--- src/rtl/effective_address_unit_pkg.sv ---
// Shared word type, read-type code, FSM state encoding and auto-index window for the EA stage.
package memory_utils;

    typedef logic [11:0] word_t;

    localparam logic  DATA_READ     = 1'b0;
    localparam word_t AI_LO_DEFAULT = 12'o0010;
    localparam word_t AI_HI_DEFAULT = 12'o0017;

    typedef enum logic [2:0] {
        IDLE,
        RD,
        WR,
        DONE,
        ERR
    } ea_state_t;

    function automatic logic in_window(input word_t addr, input word_t lo, input word_t hi);
        return (addr >= lo) && (addr <= hi);
    endfunction

endpackage

--- src/rtl/effective_address_unit_mem_request_port.sv ---
// Registered request port towards memory_controller: enables, address, write data and the
// per-access timeout counter. Completion or timeout drops the active enable on the same edge.
module mem_request_port
    import memory_utils::*;
#(
    parameter int unsigned MEM_TIMEOUT = 16
) (
    input  logic  clk,
    input  logic  reset,
    input  logic  issue_rd,
    input  logic  issue_wr,
    input  word_t addr,
    input  word_t wdata,
    input  logic  mem_finished,
    output logic  mem_read_enable,
    output logic  mem_write_enable,
    output word_t mem_address,
    output word_t mem_write_data,
    output logic  req_rd,
    output logic  req_wr,
    output logic  done,
    output logic  timeout
);

    localparam logic [15:0] WAIT_LAST = 16'(MEM_TIMEOUT - 1);

    logic [15:0] wait_count;
    logic        active;

    assign active = mem_read_enable || mem_write_enable;
    assign req_rd = mem_read_enable;
    assign req_wr = mem_write_enable;
    assign done   = active && mem_finished;

    always_comb begin
        timeout = 1'b0;
        if (MEM_TIMEOUT != 0)
            timeout = active && !mem_finished && (wait_count == WAIT_LAST);
    end

    // A write issued on the read's completion edge replaces the read enable in one step.
    always_ff @(posedge clk) begin
        if (reset) begin
            mem_read_enable  <= 1'b0;
            mem_write_enable <= 1'b0;
            mem_address      <= '0;
            mem_write_data   <= '0;
            wait_count       <= '0;
        end else if (issue_rd) begin
            mem_read_enable  <= 1'b1;
            mem_write_enable <= 1'b0;
            mem_address      <= addr;
            wait_count       <= '0;
        end else if (issue_wr) begin
            mem_read_enable  <= 1'b0;
            mem_write_enable <= 1'b1;
            mem_write_data   <= wdata;
            wait_count       <= '0;
        end else if (done || timeout) begin
            mem_read_enable  <= 1'b0;
            mem_write_enable <= 1'b0;
        end else if (active) begin
            wait_count <= wait_count + 16'd1;
        end
    end

endmodule

--- src/rtl/effective_address_unit.sv ---
// PDP-8 memory-reference effective-address stage: page/direct address, indirection and auto-index.
// Optional EAU_STATS_EN adds saturating indirect/auto-index resolution counters.
module effective_address_unit
    import memory_utils::*;
#(
    parameter word_t       AI_LO       = AI_LO_DEFAULT,
    parameter word_t       AI_HI       = AI_HI_DEFAULT,
    parameter int unsigned MEM_TIMEOUT = 16
) (
    input  logic        clk,
    input  logic        reset,
    input  logic        start,
    input  logic [11:0] ir,
    input  logic [11:0] pc,
    output logic        busy,
    output logic [11:0] ea,
    output logic        ea_valid,
    output logic        autoindexed,
    output logic        mem_error,
    output logic        mem_read_enable,
    output logic        mem_write_enable,
    output logic        mem_read_type,
    output logic [11:0] mem_address,
    output logic [11:0] mem_write_data,
    input  logic [11:0] mem_read_data,
    input  logic        mem_finished
`ifdef EAU_STATS_EN
    ,
    output logic [15:0] indirect_count,
    output logic [15:0] autoindex_count
`endif
);

    ea_state_t state, state_next;
    word_t     direct;
    logic      accept;
    logic      issue_rd, issue_wr;
    logic      req_rd, req_wr, acc_done, acc_timeout;
    logic      ai_hit;
    logic      ld_direct, ld_read, ld_write;
    logic      unused_bits;

    assign direct        = ir[7] ? {pc[11:7], ir[6:0]} : {5'b0, ir[6:0]};
    assign accept        = (state == IDLE) && start;
    assign ai_hit        = in_window(mem_address, AI_LO, AI_HI);
    assign mem_read_type = DATA_READ;
    assign unused_bits   = ^{ir[11:9], pc[6:0]};

    mem_request_port #(
        .MEM_TIMEOUT(MEM_TIMEOUT)
    ) u_port (
        .clk             (clk),
        .reset           (reset),
        .issue_rd        (issue_rd),
        .issue_wr        (issue_wr),
        .addr            (direct),
        .wdata           (mem_read_data + 12'd1),
        .mem_finished    (mem_finished),
        .mem_read_enable (mem_read_enable),
        .mem_write_enable(mem_write_enable),
        .mem_address     (mem_address),
        .mem_write_data  (mem_write_data),
        .req_rd          (req_rd),
        .req_wr          (req_wr),
        .done            (acc_done),
        .timeout         (acc_timeout)
    );

    always_ff @(posedge clk) begin
        if (reset) state <= IDLE;
        else       state <= state_next;
    end

    always_comb begin
        state_next = state;
        unique case (state)
            IDLE: if (start) state_next = ir[8] ? RD : DONE;
            RD: begin
                if (acc_timeout)             state_next = ERR;
                else if (acc_done && req_rd) state_next = ai_hit ? WR : DONE;
            end
            WR: begin
                if (acc_timeout)             state_next = ERR;
                else if (acc_done && req_wr) state_next = DONE;
            end
            DONE:    state_next = IDLE;
            ERR:     state_next = IDLE;
            default: state_next = IDLE;
        endcase
    end

    always_comb begin
        issue_rd  = accept && ir[8];
        ld_direct = accept && !ir[8];
        issue_wr  = (state == RD) && acc_done && req_rd && ai_hit;
        ld_read   = (state == RD) && acc_done && req_rd && !ai_hit;
        ld_write  = (state == WR) && acc_done && req_wr;
    end

    // Result strobes are registered, so ea_valid/mem_error appear one cycle after DONE/ERR.
    always_ff @(posedge clk) begin
        if (reset) begin
            busy        <= 1'b0;
            ea          <= '0;
            ea_valid    <= 1'b0;
            autoindexed <= 1'b0;
            mem_error   <= 1'b0;
        end else begin
            ea_valid  <= (state == DONE);
            mem_error <= (state == ERR);
            if (accept)                                  busy <= 1'b1;
            else if ((state == DONE) || (state == ERR))  busy <= 1'b0;
            if (ld_direct)     ea <= direct;
            else if (ld_read)  ea <= mem_read_data;
            else if (ld_write) ea <= mem_write_data;
            if (accept)        autoindexed <= 1'b0;
            else if (ld_write) autoindexed <= 1'b1;
        end
    end

`ifdef EAU_STATS_EN
    always_ff @(posedge clk) begin
        if (reset) begin
            indirect_count  <= '0;
            autoindex_count <= '0;
        end else begin
            if ((ld_read || ld_write) && (indirect_count != 16'hFFFF))
                indirect_count <= indirect_count + 16'd1;
            if (ld_write && (autoindex_count != 16'hFFFF))
                autoindex_count <= autoindex_count + 16'd1;
        end
    end
`endif

endmodule

--- config.mk ---
export PLATFORM = sky130hd
export DESIGN_NAME = effective_address_unit
export DESIGN_NICKNAME = d
export VERILOG_FILES = /design/src/rtl/effective_address_unit_pkg.sv /design/src/rtl/effective_address_unit_mem_request_port.sv /design/src/rtl/effective_address_unit.sv
export SDC_FILE = /design/constraint.sdc
export NUM_CORES = 1
export LEC_CHECK = 0
export CORE_MARGIN = 2
export CORE_UTILIZATION = 45
export CTS_BUF_LIST = sky130_fd_sc_hd__clkbuf_4 sky130_fd_sc_hd__clkbuf_8
export CTS_CLUSTER_DIAMETER = 50
export DETAILED_ROUTE_END_ITERATION = 6
export PLACE_DENSITY = 0.82
export SLEW_MARGIN = 20
export SYNTH_ARGS = -nofsm -noshare
export SYNTH_HDL_FRONTEND = slang
export SYNTH_SLANG_ARGS = --single-unit
--- constraint.sdc ---
create_clock -name clk -period 5.1 [get_ports clk]
set_input_delay 0.51 -clock clk [delete_from_list [all_inputs] [get_ports clk]]
set_output_delay 0.51 -clock clk [all_outputs]
set_load 0.01 [all_outputs]
# --- Word-level counts from Yosys, hierarchy flattened ---
# Index checks and enable logic that the tools add are counted.
totals:
  input_bits: 40
  wordCells: 75
  ff_bits: 61
  out_inout_bits: 43
op_classes:
  n_reduce_logical: 32
  n_lt_le_gt_ge: 2
  n_addsub: 2
  eq_ne: 8
  bitwise_logic: 2
  mux: 18
ops:
  columns: ["cell", "count"]
  rows:
  - ["12-bit 2-to-1 mux", 4]
  - ["16-bit by 1-bit adder with 16-bit output, second input constant", 1]
  - ["16-bit by 4-bit == test with 1-bit output, second input constant", 1]
  - ["1-bit logical AND", 15]
  - ["3-bit 2-to-1 mux", 5]
  - ["12-bit by 1-bit adder with 12-bit output, second input constant", 1]
  - ["12-bit by 4-bit greater-or-equal comparator with 1-bit output, second input constant", 1]
  - ["12-bit by 4-bit <= comparator with 1-bit output, second input constant", 1]
  - ["3-bit one-hot mux with 3 select lines", 1]
  - ["1-bit 2-to-1 mux", 7]
  - ["3-bit by 2-bit == test with 1-bit output, second input constant", 2]
  - ["3-bit by 2-bit inequality test with 1-bit output, second input constant", 2]
  - ["3-bit nonzero test", 2]
  - ["2-bit AND reduction", 2]
  - ["2-bit nonzero test", 2]
  - ["2-bit OR reduction", 2]
  - ["3-bit by 1-bit == test with 1-bit output, second input constant", 1]
  - ["3-bit == test, second input constant", 1]
  - ["1-bit zero test", 3]
  - ["3-bit zero test", 1]
  - ["1-bit logical OR", 3]
  - ["3-bit AND reduction", 1]
  - ["3-bit OR reduction", 1]
  - ["2-bit 2-to-1 mux", 1]
  - ["other kinds (2)", 3]

# --- Longest topological paths before layout ---
depth:
  ltp_word: 7
  ltp_mapped: 8
  mapped_depth_nobuf: 6

# --- Modules after synthesis ---
# From an unflattened synthesis, not the netlist that was laid out.
unflattened:
  hier_cells: 379
  area_unflattened_um2: 3169.3
by_module_without_submodules:
  columns: ["module", "seq_area_each_um2", "cells_each", "area_per_inst_um2", "instances"]
  rows:
  - ["mem_request_port", 840.8, 204, 1765.4, 1]
  - ["effective_address_unit", 380.4, 175, 1403.8, 1]

# --- Worst setup path before layout ---
# No wires, ideal clock.
synth_path:
  kind: "register to register"
  start: "register u_port.mem_address[6]"
  end: "register u_port.wait_count[7]"
  path_stages_with_launch: 8
  setup_time_ps: 115
  path_buffers: 2
  t_required_ps: 4985
  arrival_time_ps: 1598
  slack_ps: 3387
  synth_period_minus_slack_ps: 1713
  path_cell_list: "dfxtp_1 nor4_2 nand4_2 nor4_4 or3_1 buf_6 buf_6 nor2_1"
synth_via:
  elab_chain_len: 4
  elab_cells_between_ends: 5
  cone_classes: "order compare (2); reduce/logical (3)"
synth_rtl:
  columns: ["item", "line_no", "rtl"]
  rows:
  - ["start, declared", "effective_address_unit_mem_request_port.sv:17", "output word_t mem_address,"]
  - ["start signal, assigned", "effective_address_unit_mem_request_port.sv:52", "mem_address <= addr;"]
  - ["12-bit by 4-bit greater-or-equal comparator with 1-bit output / 12-bit by 4-bit <= comparator with 1-bit output (equally long branches)", "effective_address_unit_pkg.sv:19", "return (addr >= lo) && (addr <= hi);"]
  - ["1-bit logical AND (*)", "effective_address_unit_pkg.sv:19", null]
  - ["1-bit logical AND (*)", "effective_address_unit.sv:95", "issue_wr = (state == RD) && acc_done && req_rd && ai_hit;"]
  - ["3-bit OR reduction (no line) (*)", null, null]
  - ["end signal, assigned", "effective_address_unit_mem_request_port.sv:63", "wait_count <= wait_count + 16'd1;"]
  - ["end, declared", "effective_address_unit_mem_request_port.sv:27", "logic [15:0] wait_count;"]
# Every way passes the cells marked *; elsewhere a longest branch is shown, timed or not.
# A chain may end at the register's enable or synchronous reset.

# --- Worst setup path in the final report ---
layout_path:
  start: "input mem_finished"
  end: "register ea[7]"
layout_via:
  elab_chain_len: 6
  elab_cells_between_ends: 9
  cone_classes: "mux (2); reduce/logical (7)"
layout_rtl:
  columns: ["item", "line_no", "rtl"]
  rows:
  - ["start, declared", "effective_address_unit.sv:26", "input logic mem_finished"]
  - ["1-bit logical AND (*)", "effective_address_unit_mem_request_port.sv:33", "assign done = active && mem_finished;"]
  - ["1-bit logical AND (3 in a row)", "effective_address_unit.sv:96", "ld_read = (state == RD) && acc_done && req_rd && !ai_hit;"]
  - ["12-bit 2-to-1 mux", "effective_address_unit.sv:114", "else if (ld_read) ea <= mem_read_data;"]
  - ["12-bit 2-to-1 mux", "effective_address_unit.sv:113", "if (ld_direct) ea <= direct;"]
  - ["end signal, assigned", "effective_address_unit.sv:113", null]
  - ["end signal, assigned", "effective_address_unit.sv:114", null]
  - ["end signal, assigned", "effective_address_unit.sv:115", "else if (ld_write) ea <= mem_write_data;"]
  - ["end, declared", "effective_address_unit.sv:16", "output logic [11:0] ea,"]
# Marked as above.

==> run summary <==
The class of the tightest hold or removal check is reg -> reg. The required time of the critical path is around 5.3 ns. The run finished with clean final reports. The count of yosys warnings during synthesis came out at 0.

The CTS H-tree depth came out at 3. The initial utilization of the core area, before any placement, comes to 47.0%. After the first detailed-routing iteration, the DRC count stood at around 190. Detailed routing placed a total of roughly 3.5 mm of wire on met2. The final layout contains roughly 430 nets.

The chip height came out at slightly above 80 um. The power consumption is about 1.1 mW. Setup repair after global routing left no endpoint under its margin. The maximum clock skew at final layout came out at roughly 0.0077 ns.

The synthesized netlist occupies a cell area of 2810 sq um. The number of synthesized register bits is 61. The highest routing layer actually used is met4. The portion of the clock cycle consumed by the worst path in the final layout is about half.

The number of failing hold endpoints at the final stage was 0. The global placement routability congestion is around 0.82. The number of slew-limit violations in the final report came out at 0.

Headroom to the max-slew limit came out at 26.5%. In this run the power density over the cells is around 300 nW/um^2. Clock latency on the worst-skew pair, taken at its later pin, is approximately 0.33 ns.

The leakage power summed over all cells is about 1.2 nW. The multi-input logic area came out at 1460 sq um. The data arrival time of the critical path is roughly 2.8 ns. The average wire length per cell after detail routing is 15.9 um. The depth of the worst hold-timing path came out at 2.

The CTS sink count is 61. The root cell of the clock tree is sky130_fd_sc_hd__clkbuf_8. The distinct cell type count of the synthesized netlist came out at between 40 and 50. The number of routed nets with antenna violations came out at 0. The via count of the first global-routing pass is roughly 2500. The maximum net fanout on the critical path came out at 14. Ranked by total cell area, the synthesized netlist is headed by sky130_fd_sc_hd__dfxtp_1, sky130_fd_sc_hd__nor2_1, sky130_fd_sc_hd__xnor2_1. The number of buffers inserted for hold repair after clock tree synthesis is 0. The final layout contains routed wiring with a total length of about 7.3 mm. The worst supply voltage drop on vdd came out at 0.215 mV.

The number of antenna diodes in the final layout is 0. Derived from the worst setup path, the maximum achievable clock frequency is roughly 390 MHz. The post-detailed-route DRC marker count came out at 0. The number of ports placed on the die boundary came out at between 80 and 90. Leaving out fill and tap cells, the most frequent cells in the layout are sky130_fd_sc_hd__clkdlybuf4s50_1, sky130_fd_sc_hd__dfxtp_1, sky130_fd_sc_hd__nor2_1. TritonCTS built the clock tree. The transition time at the pin with the least slew margin is between 1 and 1.5 ns. The met3 wirelength from detailed routing came out at a little under 600 um.

The sum of negative setup slack came out at 0 ns. The number of buffers on the longest clock path is 2. In this run, post-CTS repair resized a total of 0 instances.

The synthesized design spends more area on one cell type than any other, namely sky130_fd_sc_hd__dfxtp_1. The number of detailed-routing iterations run before antenna repair is 4. The area of the core region is ~6000 sq um. The remaining global-route overflow came out at 0. The post-CTS clock slew at the launch and capture registers of the worst setup and hold paths came out at approximately 0.070 ns.

The wire-length estimate of the detail-placed layout is a little over 5 mm. STA classifies the critical path endpoint as a flop. The final-report setup violation count is 0. The fill cell instance count of the final layout is 503. The number of buffers inserted to repair setup after CTS is 0. The chip width came out at 83.1 um. The initial antenna violation count is 0. Entering global routing, the biggest net connects 44 pins. Each instance of the synthesized netlist takes up on average around 8.8 sq um.

The ratio of cells with drive above 1 in the final layout is under 10%. The area used by sequential logic in the layout came out at approximately 1200 sq um. The synthesized design devotes to its leading area cell type 43.4% of total area. Compared with the post-synthesis result, the final layout area differs by 33.1%.

The floorplan has 28 rows. The wire length of the first global-routing pass is between 10 and 15 mm. STA classifies the critical path startpoint as a primary input. The CTS buffer count is 9.

The die area is 6900 sq um. The worst reg2reg path depth is 5. The type of the worst setup path is in -> reg. The overall fraction of global-route tracks in use came out at 21.8%.

The worst slack on hold paths came out at 0.455 ns. The count of port buffers added during placement came out at between 70 and 80. The library cell used most frequently in the layout, excluding fill and tap cells, is sky130_fd_sc_hd__clkdlybuf4s50_1. The portion of the post-synthesis area used by sequential elements is a little over two fifths. The net count after synthesis came out at 363. The number of instances in the synthesized netlist is between 300 and 400.

The number of vias per cell came out at 5.62. The shortest period the worst path allows came out at about 2.5 ns. The met1 routed wirelength after detailed routing came out at about 3.2 mm.

The routed via count is about 2600. The total of max-cap violations came out at 0.
-- cells in the mapped netlist (all sizes together) --
cell type  number
a221oi          6
dfxtp          61
o2111ai         1
nor4bb          1
ha              2
nor2b           1
and2b           1
o21ba           1
xor2            8
buf            12
a2111oi         1
nand3          15
or3             1
nor4            5
and3            3
a222oi          6
conb            1
a211oi         12
nor4b           2
a31oi           1
nand4           4
clkbuf          9
nand2          39
a32o            5
o211a           1
nand3b          1
nor3b           1
nor2           48
xnor2          18
mux2i           2
a22o            1
nand2b          2
nor3           10
and2            4
inv             5
o21ai           4
and4            4
a21oi          22
-- worst max-delay path, stage by stage --
cell	delay, ns
sky130_fd_sc_hd__clkdlybuf4s50_1	0.55
sky130_fd_sc_hd__nand2_1	0.11
sky130_fd_sc_hd__nor3_2	0.83
sky130_fd_sc_hd__a211oi_2	0.32
sky130_fd_sc_hd__a221oi_1	0.36
sky130_fd_sc_hd__nor2_1	0.07
-- layout make-up --
cell class | count | area share [%]
flip-flops and latches | 61 | 32.6
inverters | 5 | 0.501
well taps | 75 | 2.51
multi-input cells | 234 | 38.8
repair buffers | 73 | 19.4
clock inverters | 5 | 2.67
clock buffers | 10 | 3.51
-- registers in the layout (all words and copies together), names as in the netlist --
register,count
u_port.wait_count,16
ea,12
u_port.mem_address,12
u_port.mem_write_data,12
state,3
autoindexed,1
busy,1
ea_valid,1
mem_error,1
u_port.mem_read_enable,1
u_port.mem_write_enable,1
-- worst paths after layout --
path | endpoint | from | slack (ns)
worst min register to register | u_port.mem_address[1]$_SDFFE_PP0P_ | u_port.mem_address[1]$_SDFFE_PP0P_ | 0.45
worst min-delay path | u_port.mem_address[1]$_SDFFE_PP0P_ | u_port.mem_address[1]$_SDFFE_PP0P_ | 0.45
worst max register to register | ea[7]$_SDFFE_PP0P_ | state[1]$_SDFFE_PP0P_ | 2.59
worst max-delay path | ea[7]$_SDFFE_PP0P_ | mem_finished | 2.56
-- stage by stage --
step	util (%)	instances	cell area (sq um)	setup WS, ns
global placement	58.7	448	3510	2.30
floorplan	-	321	2810	3.39
CTS	62.5	463	3750	2.57
global route	62.5	463	3750	2.33
finish	62.5	463	3750	2.56
detailed placement	58.7	448	3510	2.22
-- per-layer routing --
layer,vias to the layer above,global-route usage [%]
met5,-,0
met4,0,7.90
met3,7,4.97
met2,99,33.9
met1,1234,29.7
li1,1263,-
-- where the power goes --
part | internal (mW) | switching (mW)
logic | 0.0587 | 0.0626
registers | 0.489 | 0.0127
clock network | 0.326 | 0.183
-- cells by family after synthesis --
group	synth area share [%]
XOR/XNOR	8.09
adder cells (fa/ha/maj)	0.889
buffers and inverters	4.89
flip-flops	43.4
AO/OA/AOI/OAI	16.9
other	0.133
AND/OR/NAND/NOR	25.0
multiplexers	0.711
Note: power is estimated with default switching activity, not from simulation.
